$ cat config.mk
export PLATFORM = sky130hd
export DESIGN_NAME = jtag_reset_seq
export DESIGN_NICKNAME = d
export VERILOG_FILES = /design/src/rtl/jtag_pkg.sv /design/src/rtl/sync_debounce.sv /design/src/rtl/jtag_reset_seq.sv
export SDC_FILE = /design/constraint.sdc
export NUM_CORES = 1
export LEC_CHECK = 0
export BUFFER_PORTS_ARGS = -buffer_cell sky130_fd_sc_hd__buf_4
export CORE_MARGIN = 4
export CORE_UTILIZATION = 39
export DETAILED_ROUTE_END_ITERATION = 8
export PLACE_DENSITY_LB_ADDON = 0.15
export SETUP_SLACK_MARGIN = 0.2
export SYNTH_ARGS = -nofsm -noshare
export SYNTH_HDL_FRONTEND = slang
export SYNTH_SLANG_ARGS = --single-unit
$ cat constraint.sdc
create_clock -name CLK -period 4.3 [get_ports CLK]
set_clock_uncertainty 0.2 [all_clocks]
set_input_delay 0.86 -clock CLK [delete_from_list [all_inputs] [get_ports CLK]]
set_output_delay 0.86 -clock CLK [all_outputs]
set_load 0.005 [all_outputs]
$ cat src/rtl/jtag_pkg.sv
// Shared types and pin encodings for the Bus Blaster reset sequencer.
package jtag_pkg;

    typedef enum logic [1:0] {
        ST_IDLE    = 2'd0,
        ST_ASSERT  = 2'd1,
        ST_HOLD    = 2'd2,
        ST_RELEASE = 2'd3
    } rst_state_e;

    // Buffer pins: both low = actively driving reset, both high = released.
    localparam logic PIN_DRIVE   = 1'b0;
    localparam logic PIN_RELEASE = 1'b1;

    function automatic logic is_drive_req(input logic oe_n, input logic out);
        return (oe_n == PIN_DRIVE) && (out == PIN_DRIVE);
    endfunction

    function automatic logic is_driving(input rst_state_e st);
        return (st == ST_ASSERT) || (st == ST_HOLD);
    endfunction

endpackage

$ cat src/rtl/sync_debounce.sv
// Two-flop synchroniser followed by a stability counter; the level output
// only toggles after the synced pin has disagreed for DEBOUNCE_CYC cycles.
module sync_debounce #(
    parameter int DEBOUNCE_CYC = 256
) (
    input  logic clk_i,
    input  logic rst_ni,
    input  logic pin_i,
    output logic level_o
);

    localparam int             CW   = $clog2(DEBOUNCE_CYC + 1);
    localparam logic [CW-1:0]  LAST = CW'(DEBOUNCE_CYC - 1);

    logic          s1_q, s2_q;
    logic          level_q, level_d;
    logic [CW-1:0] cnt_q, cnt_d;

    always_comb begin
        level_d = level_q;
        cnt_d   = '0;
        if (s2_q != level_q) begin
            if (cnt_q == LAST) begin
                level_d = ~level_q;
            end else begin
                cnt_d = cnt_q + 1'b1;
            end
        end
    end

    always_ff @(posedge clk_i or negedge rst_ni) begin
        if (!rst_ni) begin
            s1_q    <= 1'b0;
            s2_q    <= 1'b0;
            level_q <= 1'b0;
            cnt_q   <= '0;
        end else begin
            s1_q    <= pin_i;
            s2_q    <= s1_q;
            level_q <= level_d;
            cnt_q   <= cnt_d;
        end
    end

    assign level_o = level_q;

endmodule

$ cat src/rtl/jtag_reset_seq.sv
// Conditions FT2232 nSRST/nTRST requests into minimum-width, supervised
// reset pulses for the jtagkey buffer, gated by debounced target presence.
module jtag_reset_seq
    import jtag_pkg::*;
#(
    parameter int SRST_MIN_CYC = 1000,
    parameter int TRST_MIN_CYC = 100,
    parameter int REL_TMO_CYC  = 4000,
    parameter int DEBOUNCE_CYC = 256
) (
    input  logic CLK,
    input  logic nRST,
    input  logic FT_nSRST_OE,
    input  logic FT_nSRST_OUT,
    input  logic FT_nTRST_OE,
    input  logic FT_nTRST_OUT,
    input  logic nSRST_SENSE,
    input  logic TARGET_PRESENT,
    output logic SRST_OE_N,
    output logic SRST_OUT,
    output logic TRST_OE_N,
    output logic TRST_OUT,
    output logic TARGET_PRESENT_Q,
    output logic SRST_BUSY,
    output logic EXT_SRST,
    output logic SRST_STUCK
);

    localparam int SRST_CNT_MAX = (SRST_MIN_CYC > REL_TMO_CYC) ? SRST_MIN_CYC : REL_TMO_CYC;
    localparam int SCW          = $clog2(SRST_CNT_MAX + 1);
    localparam int TCW          = $clog2(TRST_MIN_CYC + 1);
    localparam logic [SCW-1:0] SRST_LAST = SCW'(SRST_MIN_CYC - 1);
    localparam logic [SCW-1:0] REL_LAST  = SCW'(REL_TMO_CYC - 1);
    localparam logic [TCW-1:0] TRST_LAST = TCW'(TRST_MIN_CYC - 1);

    logic [3:0]     pins_s1_q, pins_s2_q;
    logic           sense_s1_q, sense_s2_q, sense_prev_q;
    logic           present_q;
    logic           srst_req, trst_req;

    rst_state_e     srst_state_q, srst_state_d;
    rst_state_e     trst_state_q, trst_state_d;
    logic [SCW-1:0] srst_cnt_q, srst_cnt_d;
    logic [TCW-1:0] trst_cnt_q, trst_cnt_d;
    logic           stuck_q, stuck_d;
    logic           ext_q, ext_d;
    logic           srst_oe_n_q, srst_out_q, trst_oe_n_q, trst_out_q, busy_q;

    sync_debounce #(
        .DEBOUNCE_CYC(DEBOUNCE_CYC)
    ) u_presence (
        .clk_i  (CLK),
        .rst_ni (nRST),
        .pin_i  (TARGET_PRESENT),
        .level_o(present_q)
    );

    // Sense syncs reset high so a released target never fakes an EXT_SRST.
    always_ff @(posedge CLK or negedge nRST) begin
        if (!nRST) begin
            pins_s1_q    <= '1;
            pins_s2_q    <= '1;
            sense_s1_q   <= 1'b1;
            sense_s2_q   <= 1'b1;
            sense_prev_q <= 1'b1;
        end else begin
            pins_s1_q    <= {FT_nSRST_OE, FT_nSRST_OUT, FT_nTRST_OE, FT_nTRST_OUT};
            pins_s2_q    <= pins_s1_q;
            sense_s1_q   <= nSRST_SENSE;
            sense_s2_q   <= sense_s1_q;
            sense_prev_q <= sense_s2_q;
        end
    end

    assign srst_req = is_drive_req(pins_s2_q[3], pins_s2_q[2]);
    assign trst_req = is_drive_req(pins_s2_q[1], pins_s2_q[0]);

    // A short request leaves ASSERT straight for RELEASE so the pulse is
    // exactly SRST_MIN_CYC wide rather than one cycle longer via HOLD.
    always_comb begin
        srst_state_d = srst_state_q;
        srst_cnt_d   = srst_cnt_q;
        stuck_d      = stuck_q;
        if (!present_q) begin
            srst_state_d = ST_IDLE;
            srst_cnt_d   = '0;
        end else begin
            case (srst_state_q)
                ST_IDLE: begin
                    srst_cnt_d = '0;
                    if (srst_req) begin
                        srst_state_d = ST_ASSERT;
                        stuck_d      = 1'b0;
                    end
                end
                ST_ASSERT: begin
                    if (srst_cnt_q == SRST_LAST) begin
                        srst_state_d = srst_req ? ST_HOLD : ST_RELEASE;
                        srst_cnt_d   = '0;
                    end else begin
                        srst_cnt_d = srst_cnt_q + 1'b1;
                    end
                end
                ST_HOLD: begin
                    if (!srst_req) begin
                        srst_state_d = ST_RELEASE;
                        srst_cnt_d   = '0;
                    end
                end
                ST_RELEASE: begin
                    if (srst_req) begin
                        srst_state_d = ST_ASSERT;
                        srst_cnt_d   = '0;
                    end else if (sense_s2_q) begin
                        srst_state_d = ST_IDLE;
                        srst_cnt_d   = '0;
                    end else if (srst_cnt_q == REL_LAST) begin
                        srst_state_d = ST_IDLE;
                        srst_cnt_d   = '0;
                        stuck_d      = 1'b1;
                    end else begin
                        srst_cnt_d = srst_cnt_q + 1'b1;
                    end
                end
                default: begin
                    srst_state_d = ST_IDLE;
                    srst_cnt_d   = '0;
                end
            endcase
        end
    end

    always_comb begin
        trst_state_d = trst_state_q;
        trst_cnt_d   = trst_cnt_q;
        if (!present_q) begin
            trst_state_d = ST_IDLE;
            trst_cnt_d   = '0;
        end else begin
            case (trst_state_q)
                ST_IDLE: begin
                    trst_cnt_d = '0;
                    if (trst_req) begin
                        trst_state_d = ST_ASSERT;
                    end
                end
                ST_ASSERT: begin
                    if (trst_cnt_q == TRST_LAST) begin
                        trst_state_d = trst_req ? ST_HOLD : ST_IDLE;
                        trst_cnt_d   = '0;
                    end else begin
                        trst_cnt_d = trst_cnt_q + 1'b1;
                    end
                end
                ST_HOLD: begin
                    if (!trst_req) begin
                        trst_state_d = ST_IDLE;
                    end
                end
                default: begin
                    trst_state_d = ST_IDLE;
                    trst_cnt_d   = '0;
                end
            endcase
        end
    end

    assign ext_d = sense_prev_q & ~sense_s2_q & (srst_state_q == ST_IDLE);

    // Output flops load from next state so pins move on the same edge as the FSM.
    always_ff @(posedge CLK or negedge nRST) begin
        if (!nRST) begin
            srst_state_q <= ST_IDLE;
            trst_state_q <= ST_IDLE;
            srst_cnt_q   <= '0;
            trst_cnt_q   <= '0;
            stuck_q      <= 1'b0;
            ext_q        <= 1'b0;
            busy_q       <= 1'b0;
            srst_oe_n_q  <= PIN_RELEASE;
            srst_out_q   <= PIN_RELEASE;
            trst_oe_n_q  <= PIN_RELEASE;
            trst_out_q   <= PIN_RELEASE;
        end else begin
            srst_state_q <= srst_state_d;
            trst_state_q <= trst_state_d;
            srst_cnt_q   <= srst_cnt_d;
            trst_cnt_q   <= trst_cnt_d;
            stuck_q      <= stuck_d;
            ext_q        <= ext_d;
            busy_q       <= (srst_state_d != ST_IDLE);
            srst_oe_n_q  <= is_driving(srst_state_d) ? PIN_DRIVE : PIN_RELEASE;
            srst_out_q   <= is_driving(srst_state_d) ? PIN_DRIVE : PIN_RELEASE;
            trst_oe_n_q  <= is_driving(trst_state_d) ? PIN_DRIVE : PIN_RELEASE;
            trst_out_q   <= is_driving(trst_state_d) ? PIN_DRIVE : PIN_RELEASE;
        end
    end

    assign SRST_OE_N        = srst_oe_n_q;
    assign SRST_OUT         = srst_out_q;
    assign TRST_OE_N        = trst_oe_n_q;
    assign TRST_OUT         = trst_out_q;
    assign TARGET_PRESENT_Q = present_q;
    assign SRST_BUSY        = busy_q;
    assign EXT_SRST         = ext_q;
    assign SRST_STUCK       = stuck_q;

endmodule

# Word level (Yosys, flattened, before mapping)
# Cells that the tools add are included.
[totals]
reg_bits = 51
in_bits = 8
out_inout_bits = 8
elab_cells = 93
[op_classes]
add_sub_neg = 3
eq_ne = 20
muxes = 34
n_bitwise = 8
reduce_logical = 10
[op_table]
columns = ["operator", "n"]
rows = [
  ["$mux W12", 6],
  ["$pmux W12 S4", 1],
  ["$mux W2", 12],
  ["$mux W9", 2],
  ["$mux W7", 2],
  ["$pmux W7 S2", 1],
  ["$add A12 B1 Y12 const B", 1],
  ["$eq A12 B10 Y1 const B", 1],
  ["$eq A12 B12 Y1 const B", 1],
  ["$eq A2 B2 Y1 const B", 5],
  ["$ne A2 B2 Y1 const B", 5],
  ["$add A9 B1 Y9 const B", 1],
  ["$eq A9 B8 Y1 const B", 1],
  ["$eq A2 B1 Y1 const B", 4],
  ["$pmux W2 S4", 1],
  ["$add A7 B1 Y7 const B", 1],
  ["$eq A7 B7 Y1 const B", 1],
  ["$mux W1", 7],
  ["$not A1 Y1", 6],
  ["$pmux W2 S3", 1],
  ["$reduce_and A6 Y1", 1],
  ["$logic_not A2 Y1", 2],
  ["$reduce_bool A2 Y1", 2],
  ["$ne A3 B3 Y1 const B", 1],
  ["6 further kinds", 9],
]

# Depth between registers and ports, before layout
[depth]
word_depth = 9
ltp_mapped = 8
depth_no_buf = 8

# Hierarchy
# From an unflattened synthesis, not the netlist that was laid out.
[unflattened]
hier_cells = 220
area_unflattened_um2 = 2368.5
[modules_own_cells]
columns = ["module", "n_inst", "cells_each", "area_each_um2", "seq_area_each_um2"]
rows = [
  ["jtag_reset_seq", 1, 176, 1851.8, 992.2],
  ["sync_debounce", 1, 44, 516.7, 300.3],
]

# Worst setup path after synthesis
# No wires, ideal clock.
[synth_path]
path_kind = "register to register"
from = "register srst_cnt_q[0]"
to = "register srst_cnt_q[6]"
setup_time_ns = 0.121
arrival_time_ns = 1.899
required_ns = 3.979
setup_slack_ns = 2.081
path_stages_with_launch = 7
n_path_buf = 0
synth_period_minus_slack_ns = 2.219
cell_sequence = "dfrtp_1 > ha_1 > or4b_4 > o41ai_4 > a21oi_2 > a21o_1 > a22o_1"
[synth_via]
elab_chain_len = 6
elab_cells_between_ends = 9
cone_classes = "add/sub: 1; eq/ne: 2; mux: 6"
[synth_rtl]
columns = ["item", "line_no", "text"]
rows = [
  ["from (decl)", "jtag_reset_seq.sv:43", "logic [SCW-1:0] srst_cnt_q, srst_cnt_d;"],
  ["from (signal assigned)", "jtag_reset_seq.sv:187", "srst_cnt_q <= srst_cnt_d;"],
  ["$add A12 B1 Y12 / $eq A12 B12 Y1 (equally long branches)", "jtag_reset_seq.sv:101, jtag_reset_seq.sv:122, jtag_reset_seq.sv:117", ""],
  ["$mux W12", "jtag_reset_seq.sv:117", "end else if (srst_cnt_q == REL_LAST) begin"],
  ["$mux W12", "jtag_reset_seq.sv:114", "end else if (sense_s2_q) begin"],
  ["$mux W12", "jtag_reset_seq.sv:111", "if (srst_req) begin"],
  ["$pmux W12 S4 *", "jtag_reset_seq.sv:88", "case (srst_state_q)"],
  ["$mux W12 *", "jtag_reset_seq.sv:84", "if (!present_q) begin"],
]
# Every way passes the cells marked *; elsewhere a longest branch is shown, timed or not.
# A chain may end at the register's enable or synchronous reset.

# Final worst setup path
# Ends and elaborated chain as after synthesis.

==> reports/metrics.yaml <==
finalCritPeriodShare_pct: 56.4
critPathMaxFanout: 18
layout-drive-gt1-share_pct: 17.7
power.density_mw_per_mm2: 315
crit_end: "srst_cnt_q[6]"
register_area_mm2: 0.00129
dominantRegCellSynth: "dfrtp_1"
synth-edff-count: 0
switching_share_pct: 21.8
multiInputGateArea_um2: 962
grt_use_total_pct: 12.1
numCtsBuffers: 5
fp.coreArea_mm2: 0.00564
first_pass_iters: 4
numPortBuffers: 15
ys_top_cells_by_area: "dfrtp_1, dfstp_2, nand2_1, nor2_1, o21ai_0"
r2r-end: "srst_cnt_q[6]"
die-area_mm2: 0.00723
drtIter0Drc: 59
num_vias: 1580
finalHoldViolCount: 0
maxSlewViolCount: 0
diodes: 0
post_cts_buffers: 0
syn-num-nets: 227
cts_tree: "built"
r2r-start: "srst_cnt_q[0]"
final_common_cell: "dfrtp_1"
grt_start_max_net_pins: 52
max_cap_violations: 0
ir_worst_vdd_uv: 190
cts_resized: 0
drt-total-wl_um: 4030
ys_seq_area_share_pct: 55.8
fin_area_mm2: 0.00257
fmax_mhz: 412
min_period_ns: 2.42
ctsLongestPathBuffers: 2
critPathArrivalTime_ns: 2.41
p_comb_share_pct: 2.9
p_int_mw: 0.634
p_sw_mw: 0.176
initial_core_util_pct: 41.0
grt_use_met3_pct: 4.08
antenna_left: 0
num_rows: 27
synth.distinct_cells: 46
gp_congestion: 0.759
seqPwrFrac_pct: 61.5
clock_sinks: 51
avgSynthCellArea_um2: 10.8
fp.dieH_um: 85.0
status: "finished, final reports clean"
final_util_pct: 45.6
final_cell_mix: "dfrtp_1, nand2_1, nor2_1, buf_4, dfstp_2"
timing.hold.ws_ns: 0.156
end_kind: "flip-flop"
hold_start: "u_presence.s1_q"
critPathRequiredTime_ns: 4.29
grtUsageMet2_pct: 16.9
placed_cell_area_mm2: 0.00248
antenna_found_initial: 0
hp-class: "flip-flop to flip-flop"
gr-total-overflow: 0
hold_buffers: 0
clock_latency_ns: 0.30
ys_ff_latch: 51
grt_pass1_vias: 1522
h-tree-depth: 2
yosysWarnings: 0
r2r_slack_ns: 1.88
synthCells: 215
finalSetupViolCount: 0
clkSlewWorstSetupHoldPaths_ns: 0.09
async_reset_ff_share_pct: 100
globalRoute.busiestLayer: "met1"
grt_pass1_wl_um: 7040
grt.met1_usage_pct: 17.6
setup_tns_ns: 0
start_kind: "flip-flop"
drc: 0
vias_per_cell: 5.21
fin_nets: 242
rsz0062_at_grt: "no"
root_buffer: "clkbuf_8"
p_leak_nw: 1.11
worstMarginPinSlew_ns: 0.925
wl_per_cell_um: 13.3
reg2reg_depth: 6
nFillCells: 542
dpl.hpwl_um: 2690
pin_count: 16
syn_to_final_growth_pct: 11.1
chipWidth_um: 85.0
total_power_mw: 0.810
crit_start: "srst_cnt_q[0]"
clockPowerShare_pct: 35.6
syn_area_mm2: 0.00231
synth_top_area_cell: "dfrtp_1"
slew_headroom_pct: 37.5
crit_type: "flip-flop to flip-flop"
synth_top_area_share_pct: 41.1
## power by group through the flow
stage                     clock network [mW]  logic (mW)  registers (mW)
after CTS                              0.298      0.0252           0.498
after global placement                     0      0.0252           0.507
after global routing                   0.320      0.0280           0.499
after floorplan                            0     0.00843           0.506
final                                  0.288      0.0238           0.498
after detailed placement                   0      0.0252           0.507
## routing by layer
layer  wire length [µm]  vias up
met5                  0        -
met4                 39        0
met3                135        4
met2               1680       18
met1               2170      752
li1                   -      806
## critical path, stage by stage, from the launching register on
cell	delay (ns)
dfrtp_1	0.41
ha_1	0.24
or4b_4	0.50
o41ai_4	0.33
a21oi_2	0.20
a21o_1	0.23
a22o_1	0.21
## how the worst min path moves through the flow
stage	endpoint	depth (start not counted)
finish	u_presence.s2_q	0
global route	pins_s2_q[0]	0
CTS	u_presence.s2_q	0
detailed placement	u_presence.s2_q	0
global placement	u_presence.s2_q	0
floorplan	u_presence.s2_q	0
## cell families after synthesis
family,share of synthesized area (%)
compound gates,14.9
xor+xnor,3.78
fa+ha+maj,2.16
buf+inv,2.59
flops,55.8
mux,0.919
simple gates,19.8
## state kept, by name (all words and copies together) (netlist names)
register	flops
u_presence.level_o	1
trst_cnt_q	7
u_presence.cnt_q	9
sense_prev_q	1
pins_s2_q	4
u_presence.s1_q	1
SRST_BUSY	1
trst_state_q	2
u_presence.s2_q	1
TRST_OUT	1
SRST_STUCK	1
sense_s2_q	1
EXT_SRST	1
SRST_OUT	1
sense_s1_q	1
srst_state_q	2
srst_cnt_q	12
pins_s1_q	4
## synthesized netlist by cell type, drive strengths merged (3+ instances only)
cell,instances
nor2b,3
nor2,19
nand4b,3
dfrtp,38
a22o,4
dfstp,13
a21oi,10
buf,3
inv,5
clkbuf,4
a21o,3
ha,4
a31oi,6
and2,4
nand3,11
o21ai,15
xor2,5
nor4,4
nand2,22
nor3,3
and3,5
xnor2,5
## area by class of cell
cell class | instances | area share [%]
Multi-Input combinational cell | 152 | 37.4
Clock buffer | 7 | 3.36
Inverter | 5 | 0.730
Tap cell | 72 | 3.50
Sequential cell | 51 | 50.3
Clock inverter | 1 | 0.341
Timing Repair Buffer | 15 | 4.38
## stage by stage
step / cells / worst slack [ns]
6_report: 303 / 1.88
5_1_grt: 303 / 1.70
4_1_cts: 303 / 1.88
3_5_place_dp: 295 / 1.89
3_3_place_gp: 295 / 1.92
2_1_floorplan: 215 / 2.08
Power figures use the tool's default switching activity.
